$ cat src/rtl/mat_vect_mult_par.sv
// Multi-lane matrix-vector multiplier: loads a COLS-element vector, then streams a
// row-major ROWS x COLS matrix (LANES elements per beat) and emits one dot-product per row.
module mat_vect_mult_par #(
  parameter int unsigned ROWS   = 4,
  parameter int unsigned COLS   = 4,
  parameter int unsigned LANES  = 2,
  parameter int unsigned DW     = 8,
  parameter bit          SIGNED = 1'b0,
  localparam int unsigned OW    = 2*DW + $clog2(COLS)
) (
  input  logic                aclk,
  input  logic                aresetn,
  input  logic [DW-1:0]       v_axis_tdata,
  input  logic                v_axis_tvalid,
  output logic                v_axis_tready,
  input  logic [LANES*DW-1:0] s_axis_tdata,
  input  logic                s_axis_tvalid,
  input  logic                s_axis_tlast,
  output logic                s_axis_tready,
  output logic [OW-1:0]       m_axis_tdata,
  output logic                m_axis_tvalid,
  output logic                m_axis_tlast,
  input  logic                m_axis_tready,
  input  logic                reuse_vec,
  output logic                err
);

  localparam int unsigned VIW   = $clog2(COLS);
  localparam int unsigned BEATS = COLS / LANES;
  localparam int unsigned BTW   = (BEATS > 1) ? $clog2(BEATS) : 1;
  localparam int unsigned RW    = (ROWS > 1) ? $clog2(ROWS) : 1;

  typedef enum logic [1:0] {LOAD, COMPUTE, DRAIN} state_e;

  state_e             state_q, state_d;
  logic               run_q;
  logic [DW-1:0]      vec_q [COLS];
  logic [DW-1:0]      vec_d [COLS];
  logic [VIW-1:0]     vidx_q, vidx_d;
  logic [BTW-1:0]     beat_q, beat_d;
  logic [RW-1:0]      row_q, row_d;
  logic [OW-1:0]      acc_q, acc_d;
  logic [OW-1:0]      tdata_q, tdata_d;
  logic               tvalid_q, tvalid_d;
  logic               tlast_q, tlast_d;
  logic               err_q, err_d;

  logic               v_hs, s_hs, last_v, last_beat, last_row;
  logic [OW-1:0]      psum;
  logic [VIW-1:0]     vsel;

  function automatic logic [OW-1:0] ext(input logic [DW-1:0] x);
    if (SIGNED) return {{(OW-DW){x[DW-1]}}, x};
    else        return {{(OW-DW){1'b0}}, x};
  endfunction

  assign v_hs      = v_axis_tvalid && v_axis_tready;
  assign s_hs      = s_axis_tvalid && s_axis_tready;
  assign last_v    = (vidx_q == VIW'(COLS-1));
  assign last_beat = (beat_q == BTW'(BEATS-1));
  assign last_row  = (row_q == RW'(ROWS-1));

  // Sign/zero extension to OW before multiplying keeps the sum exact modulo 2^OW.
  always_comb begin
    psum = '0;
    vsel = '0;
    for (int unsigned k = 0; k < LANES; k++) begin
      vsel = VIW'(beat_q * LANES + k);
      psum = psum + ext(s_axis_tdata[k*DW +: DW]) * ext(vec_q[vsel]);
    end
  end

  always_ff @(posedge aclk or negedge aresetn) begin
    if (!aresetn) begin
      state_q <= LOAD;
      run_q   <= 1'b0;
    end else begin
      state_q <= state_d;
      run_q   <= 1'b1;
    end
  end

  always_comb begin
    state_d = state_q;
    unique case (state_q)
      LOAD:    if (v_hs && last_v) state_d = COMPUTE;
      COMPUTE: if (s_hs && last_beat && last_row && !reuse_vec) state_d = DRAIN;
      DRAIN:   if (!tvalid_q || m_axis_tready) state_d = LOAD;
      default: state_d = LOAD;
    endcase
  end

  // run_q holds the vector port closed until the first edge after reset release.
  always_comb begin
    v_axis_tready = run_q && (state_q == LOAD);
    s_axis_tready = (state_q == COMPUTE) && (!tvalid_q || m_axis_tready);
  end

  always_comb begin
    vec_d    = vec_q;
    vidx_d   = vidx_q;
    beat_d   = beat_q;
    row_d    = row_q;
    acc_d    = acc_q;
    tdata_d  = tdata_q;
    tvalid_d = tvalid_q;
    tlast_d  = tlast_q;
    err_d    = err_q;
    if (v_hs) begin
      vec_d[vidx_q] = v_axis_tdata;
      vidx_d        = last_v ? '0 : vidx_q + 1'b1;
    end
    if (m_axis_tready) tvalid_d = 1'b0;
    if (s_hs) begin
      if (s_axis_tlast != last_beat) err_d = 1'b1;
      if (last_beat) begin
        tdata_d  = acc_q + psum;
        tvalid_d = 1'b1;
        tlast_d  = last_row;
        acc_d    = '0;
        beat_d   = '0;
        row_d    = last_row ? '0 : row_q + 1'b1;
      end else begin
        acc_d  = acc_q + psum;
        beat_d = beat_q + 1'b1;
      end
    end
  end

  always_ff @(posedge aclk or negedge aresetn) begin
    if (!aresetn) begin
      vec_q    <= '{default: '0};
      vidx_q   <= '0;
      beat_q   <= '0;
      row_q    <= '0;
      acc_q    <= '0;
      tdata_q  <= '0;
      tvalid_q <= 1'b0;
      tlast_q  <= 1'b0;
      err_q    <= 1'b0;
    end else begin
      vec_q    <= vec_d;
      vidx_q   <= vidx_d;
      beat_q   <= beat_d;
      row_q    <= row_d;
      acc_q    <= acc_d;
      tdata_q  <= tdata_d;
      tvalid_q <= tvalid_d;
      tlast_q  <= tlast_d;
      err_q    <= err_d;
    end
  end

  assign m_axis_tdata  = tdata_q;
  assign m_axis_tvalid = tvalid_q;
  assign m_axis_tlast  = tlast_q;
  assign err           = err_q;

endmodule

$ cat config.mk
export PLATFORM = sky130hd
export DESIGN_NAME = mat_vect_mult_par
export DESIGN_NICKNAME = d
export VERILOG_FILES = /design/src/rtl/mat_vect_mult_par.sv
export SDC_FILE = /design/constraint.sdc
export NUM_CORES = 1
export LEC_CHECK = 0
export ABC_AREA = 1
export BUFFER_PORTS_ARGS = -buffer_cell sky130_fd_sc_hd__buf_2
export CAP_MARGIN = 5
export CORE_MARGIN = 8
export CORE_UTILIZATION = 45
export DETAILED_ROUTE_END_ITERATION = 10
export SYNTH_ARGS = -nofsm -noshare
export SYNTH_HDL_FRONTEND = slang
export SYNTH_SLANG_ARGS = --single-unit
$ cat constraint.sdc
create_clock -name aclk -period 9.6 [get_ports aclk]
set_input_delay 0.96 -clock aclk [delete_from_list [all_inputs] [get_ports aclk]]
set_output_delay 0.96 -clock aclk [all_outputs]
set_load 0.03 [all_outputs]
======== After elaboration in Yosys (flattened, before gate mapping) ========
Index checks and enable logic that the tools add are counted.
storage, ports and cells
  register bits after elaboration ......... 79
  bits in latches ......................... 0
  RAM bits ................................ 0
  ROM bits ................................ 0
  input port bits ......................... 31
  output and inout port bits .............. 23
  memories kept ........................... 0
cells by class
  add/subtract/negate cells ............... 6
  multiply operators ...................... 2
  div/mod/pow operators ................... 0
  $lt $le $gt $ge ......................... 4
  eq/ne operators ......................... 8
  shifts and indexed selects .............. 0
  multiplexer cells ....................... 20
  bitwise gates (word level) .............. 3
  reductions and logical operators ........ 16
operators with widths
  cell                 number
  $mux 8               5
  $bmux 8 s2           2
  $bwmux 32            1
  $mul 8x8->16         2
  $add 18x17->18       1
  $mux 18              1
  $add 16x16->17       1
  $demux 8 s2          1
  $mux 2               5
  $ge 3x3->1 const B   3
  $logic_and 1x1->1    9
  $not 2->3            3
  $add 2x1->2 const B  3
  $eq 2x2->1 const B   3
  $ne 2x2->1 const B   3
  $pmux 2 s3           1
  $mux 1               4
  $reduce_and 2->1     2
  $lt 3x1->1 const B   1
  $reduce_and 3->1     1
  $eq 2x1->1 const B   1
  $logic_not 1->1      2
  $logic_not 2->1      1
  $add 1x1->1 const B  1
  other kinds (2)      2

======== Depth between registers and ports, before layout ========
  depth after elaboration ................. 9
  depth in mapped cells ................... 28
  mapped depth without buffers ............ 26

======== Least setup slack after synthesis ========
OpenSTA, ideal clock, no wires.
  kind .................................... input -> register
  from .................................... in s_axis_tdata[15]
  to ...................................... reg acc_q[8]
  arrival time ............................ 5.298 ns
  data required time ...................... 9.483 ns
  setup slack ............................. 4.184 ns
  cell stages on the path ................. 18
  cells stage by stage .................... inv_1 -> or2_2 -> fa_1 -> fa_1 -> inv_1 -> fa_1 -> fa_1 -> fa_1 -> inv_1 -> fa_1 -> inv_1 -> ha_1 -> nand2_1 -> nand3b_1 -> nand2_1 -> or2_2 -> nand3_1 -> nand2_1
between the ends
  longest elaborated chain between the ends .. 4
RTL lines
  item                  RTL line  source
  from (decl)           16        input logic [LANES*DW-1:0] s_axis_tdata,
  $mul 8x8->16          69        psum = psum + ext(s_axis_tdata[k*DW +: DW]) * ext(vec_q[vsel]);
  $add 16x16->17        69
  $add 18x17->18        124       acc_d = acc_q + psum;
  $mux 18               116       if (last_beat) begin
  to (signal assigned)  136       acc_q <= '0;
  to (signal assigned)  146       acc_q <= acc_d;
  to (decl)             42        logic [OW-1:0] acc_q, acc_d;
No other way between the ends.
A chain may end at the register's enable or synchronous reset.

======== Worst setup path in the final report ========
  from .................................... reg beat_q
  to ...................................... reg tdata_q[11] (netlist: m_axis_tdata[11])
between the ends
  longest elaborated chain between the ends .. 8
RTL lines
  item                                       RTL line  source
  from (decl)                                40        logic [BTW-1:0] beat_q, beat_d;
  from (signal assigned)                     144       beat_q <= beat_d;
  $add 2x1->2                                68        vsel = VIW'(beat_q * LANES + k);
  $not 2->3 (implied by the code)            69
  $bmux 8 s2                                 69
  $mux 8 (implied by the code) (2 in a row)  69
  $mul 8x8->16                               69
  $add 16x16->17                             69
  $add 18x17->18                             117       tdata_d = acc_q + psum;
  to (signal assigned)                       147       tdata_q <= tdata_d;
  to (decl)                                  43        logic [OW-1:0] tdata_q, tdata_d;
Parallel ways exist; a longest one is shown, timed or not. The select of a mux whose other input is x is not followed.

==> summary.txt <==
GR Util All Layers: 18.1%
Clock Tree Root: clkbuf_16
Num Clock Sinks: 79
FF+latch count, synth: 79
Antenna viol nets, final: 0
Hold Buf Count CTS: 0
Worst skew pair latency: 0.35 ns
FF-to-FF End: m_axis_tdata[11]
Vias in the first global route: 6585
Sequential Area: 0.00198 mm^2
HPWL Detailed: 16.7 mm
Worst-Margin Slew: 0.749 ns
Grt ovf: 0
RSZ-0062 raised after global routing: false
CP Data Required Time: 9.84 ns
Beginning of the critical path: beat_q
Multi-input gate area: 0.00537 mm^2
Die area: 0.0232 mm^2
Crit path max fanout: 15
Setup slack, reg-to-reg: 3.75 ns
Hold path start: m_axis_tdata[0]
Max Cap Violations: 0
Row cnt: 50
Slew Limit Fails: 0
Hold Path Sink: m_axis_tdata[0]
R2r startpoint: beat_q
Via count: 6109
Worst setup SP type: register
Worst Hold Class: register to register
Crit-path cells: buf_4 -> o21ai_2 -> inv_2 -> nand2_1 -> fa_1 -> fa_1 -> inv_1 -> fa_1 -> fa_1 -> fa_1 -> inv_1 -> fa_1 -> inv_1 -> ha_1 -> nand2_1 -> nor2_1 -> nand2_1 -> nand3_1 -> nand2_1 -> nand2_1 -> nand2_1 -> nand3_1 -> nand2_1
Layout Nets: 1268
Initial antenna violation count: 0
Rel. slew slack: 48.6%
Ys Warns: 0
Cell Area, Synth: 0.00838 mm^2
CP top delay family: adder cells
Pre-Repair DR Iteration Count: 5
P&R area growth vs syn: 8.69%
Final period utilization: 60.9%
Port bufs: 53
Kind of critical path: register to register
Initial core utilization: 45.2%
Post-CTS Setup Bufs: 0
Residual DRC: 0
Gates resized, CTS repair: 0
Hold Path Depth: 2
H-tree Lvls: 3
GP Congestion: 0.863
Final setup viols: 0
Sequential area share after synthesis: 23.6%
Total CTS buffers: 9
Crit path time final: 5.85 ns
Chip Width: 152 um
Core ar.: 0.0185 mm^2
Path depth of the worst reg2reg path: 23
Syn Area/Cell: 8.41 um^2
Crit path top cell by count: nand2_1
Crit path arrival time: 6.09 ns
CTS tree: built
Met2 Resource Use GR: 28.0%
Via-to-Cell Ratio: 4.74
CP max-delay cell: fa_1
Crit. End Element: register
Net Count, Synth: 1215
Max Fclk: 171 MHz
Fillers: 1811
Bufs on Longest Clock Path: 2
GRT met1 Usage: 25.6%
Largest net degree at the start of global routing: 47
Wirelength per Cell: 15.1 um
Post-Synthesis Cells: 996
Layout cell share with drive strength beyond 1: 11.4%
N_diodes: 0
Global-route wire length before repair: 34.1 mm
I/O Pins: 54
Final Hold Violating Endpoints: 0
Critical path's largest stage delay: 0.57 ns
GR peak layer: met2
Routed WL: 19.5 mm
DIE HEIGHT: 152 um
Clock Skews: 0.0127 ns
CTS clk-pin slew, worst paths: 0.07 ns
Grt met3 use: 3.37%
TNS Setup: 0 ns
Status: finished, final reports clean
Initial DRC Count: 346
Bufs and invs on worst path: 5
Post-synth cell types: 34
[flip-flops by register name, indices dropped and copies added, names as in the netlist]
register,cells
m_axis_tlast,1
vec_q,32
run_q,1
m_axis_tdata,18
beat_q,1
m_axis_tvalid,1
state_q,2
vidx_q,2
row_q,2
acc_q,18
err,1
[final cells by class]
class	instances	area share (%)
clock buffers	10	2.51
flip-flops and latches	79	21.7
well taps	234	3.22
repair buffers	55	3.11
inverters	242	10.0
clock inverters	6	0.508
multi-input cells	662	58.9
[cell families after synthesis]
family | synth area share, %
AND/OR/NAND/NOR | 19.8
buffers and inverters | 12.4
adder cells (fa/ha/maj) | 38.1
flip-flops | 23.6
AO/OA/AOI/OAI | 4.97
XOR/XNOR | 0.836
multiplexers | 0.239
other | 0.0448
[per-stage QoR]
step	util [%]	cell area (um^2)	worst slack, ns	hold WS, ns	cells
2_1_floorplan	-	8380	4.18	0.445	996
3_3_place_gp	47.7	8830	3.72	0.455	1272
3_5_place_dp	47.7	8830	3.71	0.458	1272
4_1_cts	49.2	9110	3.70	0.475	1288
5_1_grt	49.2	9110	3.42	0.503	1288
6_report	49.2	9110	3.75	0.470	1288
[cells in the mapped netlist]
| cell | n | area share, % |
|---|---|---|
| and2_1 | 1 | 0.075 |
| nor3_4 | 1 | 0.19 |
| nor3b_2 | 1 | 0.15 |
| nor2_8 | 1 | 0.24 |
| or2_2 | 12 | 0.90 |
| inv_2 | 12 | 0.54 |
| o21ai_1 | 14 | 0.84 |
| ha_1 | 76 | 11 |
| nand3_1 | 26 | 1.6 |
| inv_1 | 228 | 10 |
| fa_1 | 112 | 27 |
| o21ai_2 | 14 | 1.5 |
| nand3b_1 | 4 | 0.36 |
| nor2_1 | 86 | 3.9 |
| buf_4 | 3 | 0.27 |
| mux2i_1 | 2 | 0.24 |
| nand2_4 | 5 | 0.67 |
| nand2_2 | 1 | 0.075 |
| or2_1 | 6 | 0.45 |
| nand4_1 | 1 | 0.075 |
| xnor2_1 | 2 | 0.21 |
| nor2_4 | 1 | 0.13 |
| nor3_1 | 3 | 0.18 |
| dfrtp_1 | 79 | 24 |
| a22o_1 | 3 | 0.31 |
| o21a_1 | 1 | 0.090 |
| o21ai_0 | 30 | 1.8 |
| conb_1 | 1 | 0.045 |
| nand2_1 | 244 | 11 |
| a21oi_1 | 8 | 0.48 |
| inv_4 | 2 | 0.15 |
| buf_2 | 2 | 0.12 |
| buf_6 | 8 | 1.1 |
| xor2_1 | 6 | 0.63 |
[layer usage]
layer	wire, um	share of wire, %
met4	286	1.5
met3	825	4.2
met5	0	0
met1	9630	49
met2	8750	45
[worst reg2reg max path: cells and delay by family, from the launching register on]
kind                       cells  cell delay [ns]
and+or+nand+nor               10             0.95
buffers and inverters          5             0.53
DFF                            1             0.48
adders and majority gates      7             3.40
AOI/OAI and AO/OA              1             0.38
[worst max-delay path by stage]
| stage | to | cells past startpoint |
|---|---|---|
| 4_1_cts | acc_q[9] | 18 |
| 3_5_place_dp | acc_q[9] | 19 |
| 6_report | m_axis_tdata[11] | 23 |
| 5_1_grt | m_axis_tdata[16] | 19 |
| 2_1_floorplan | acc_q[8] | 18 |
| 3_3_place_gp | m_axis_tdata[17] | 22 |
[cell usage in the layout, fill, tap and decap left out, drive strengths merged]
cell type and n:
nand2 250, inv 243, fa 112, nor2 88
dfrtp 79, ha 76, o21ai 58, buf 55
nand3 26, or2 18, clkbuf 10, a21oi 8
xor2 6, clkinvlp 5, nand3b 4, nor3 4
a22o 3, mux2i 2, xnor2 2, nor3b 1
o21a 1, and2 1, nand4 1, conb 1
Power is left out: the tool's default activity adds up to more than one toggle a clock period on the data nets, which glitch-free logic cannot reach.
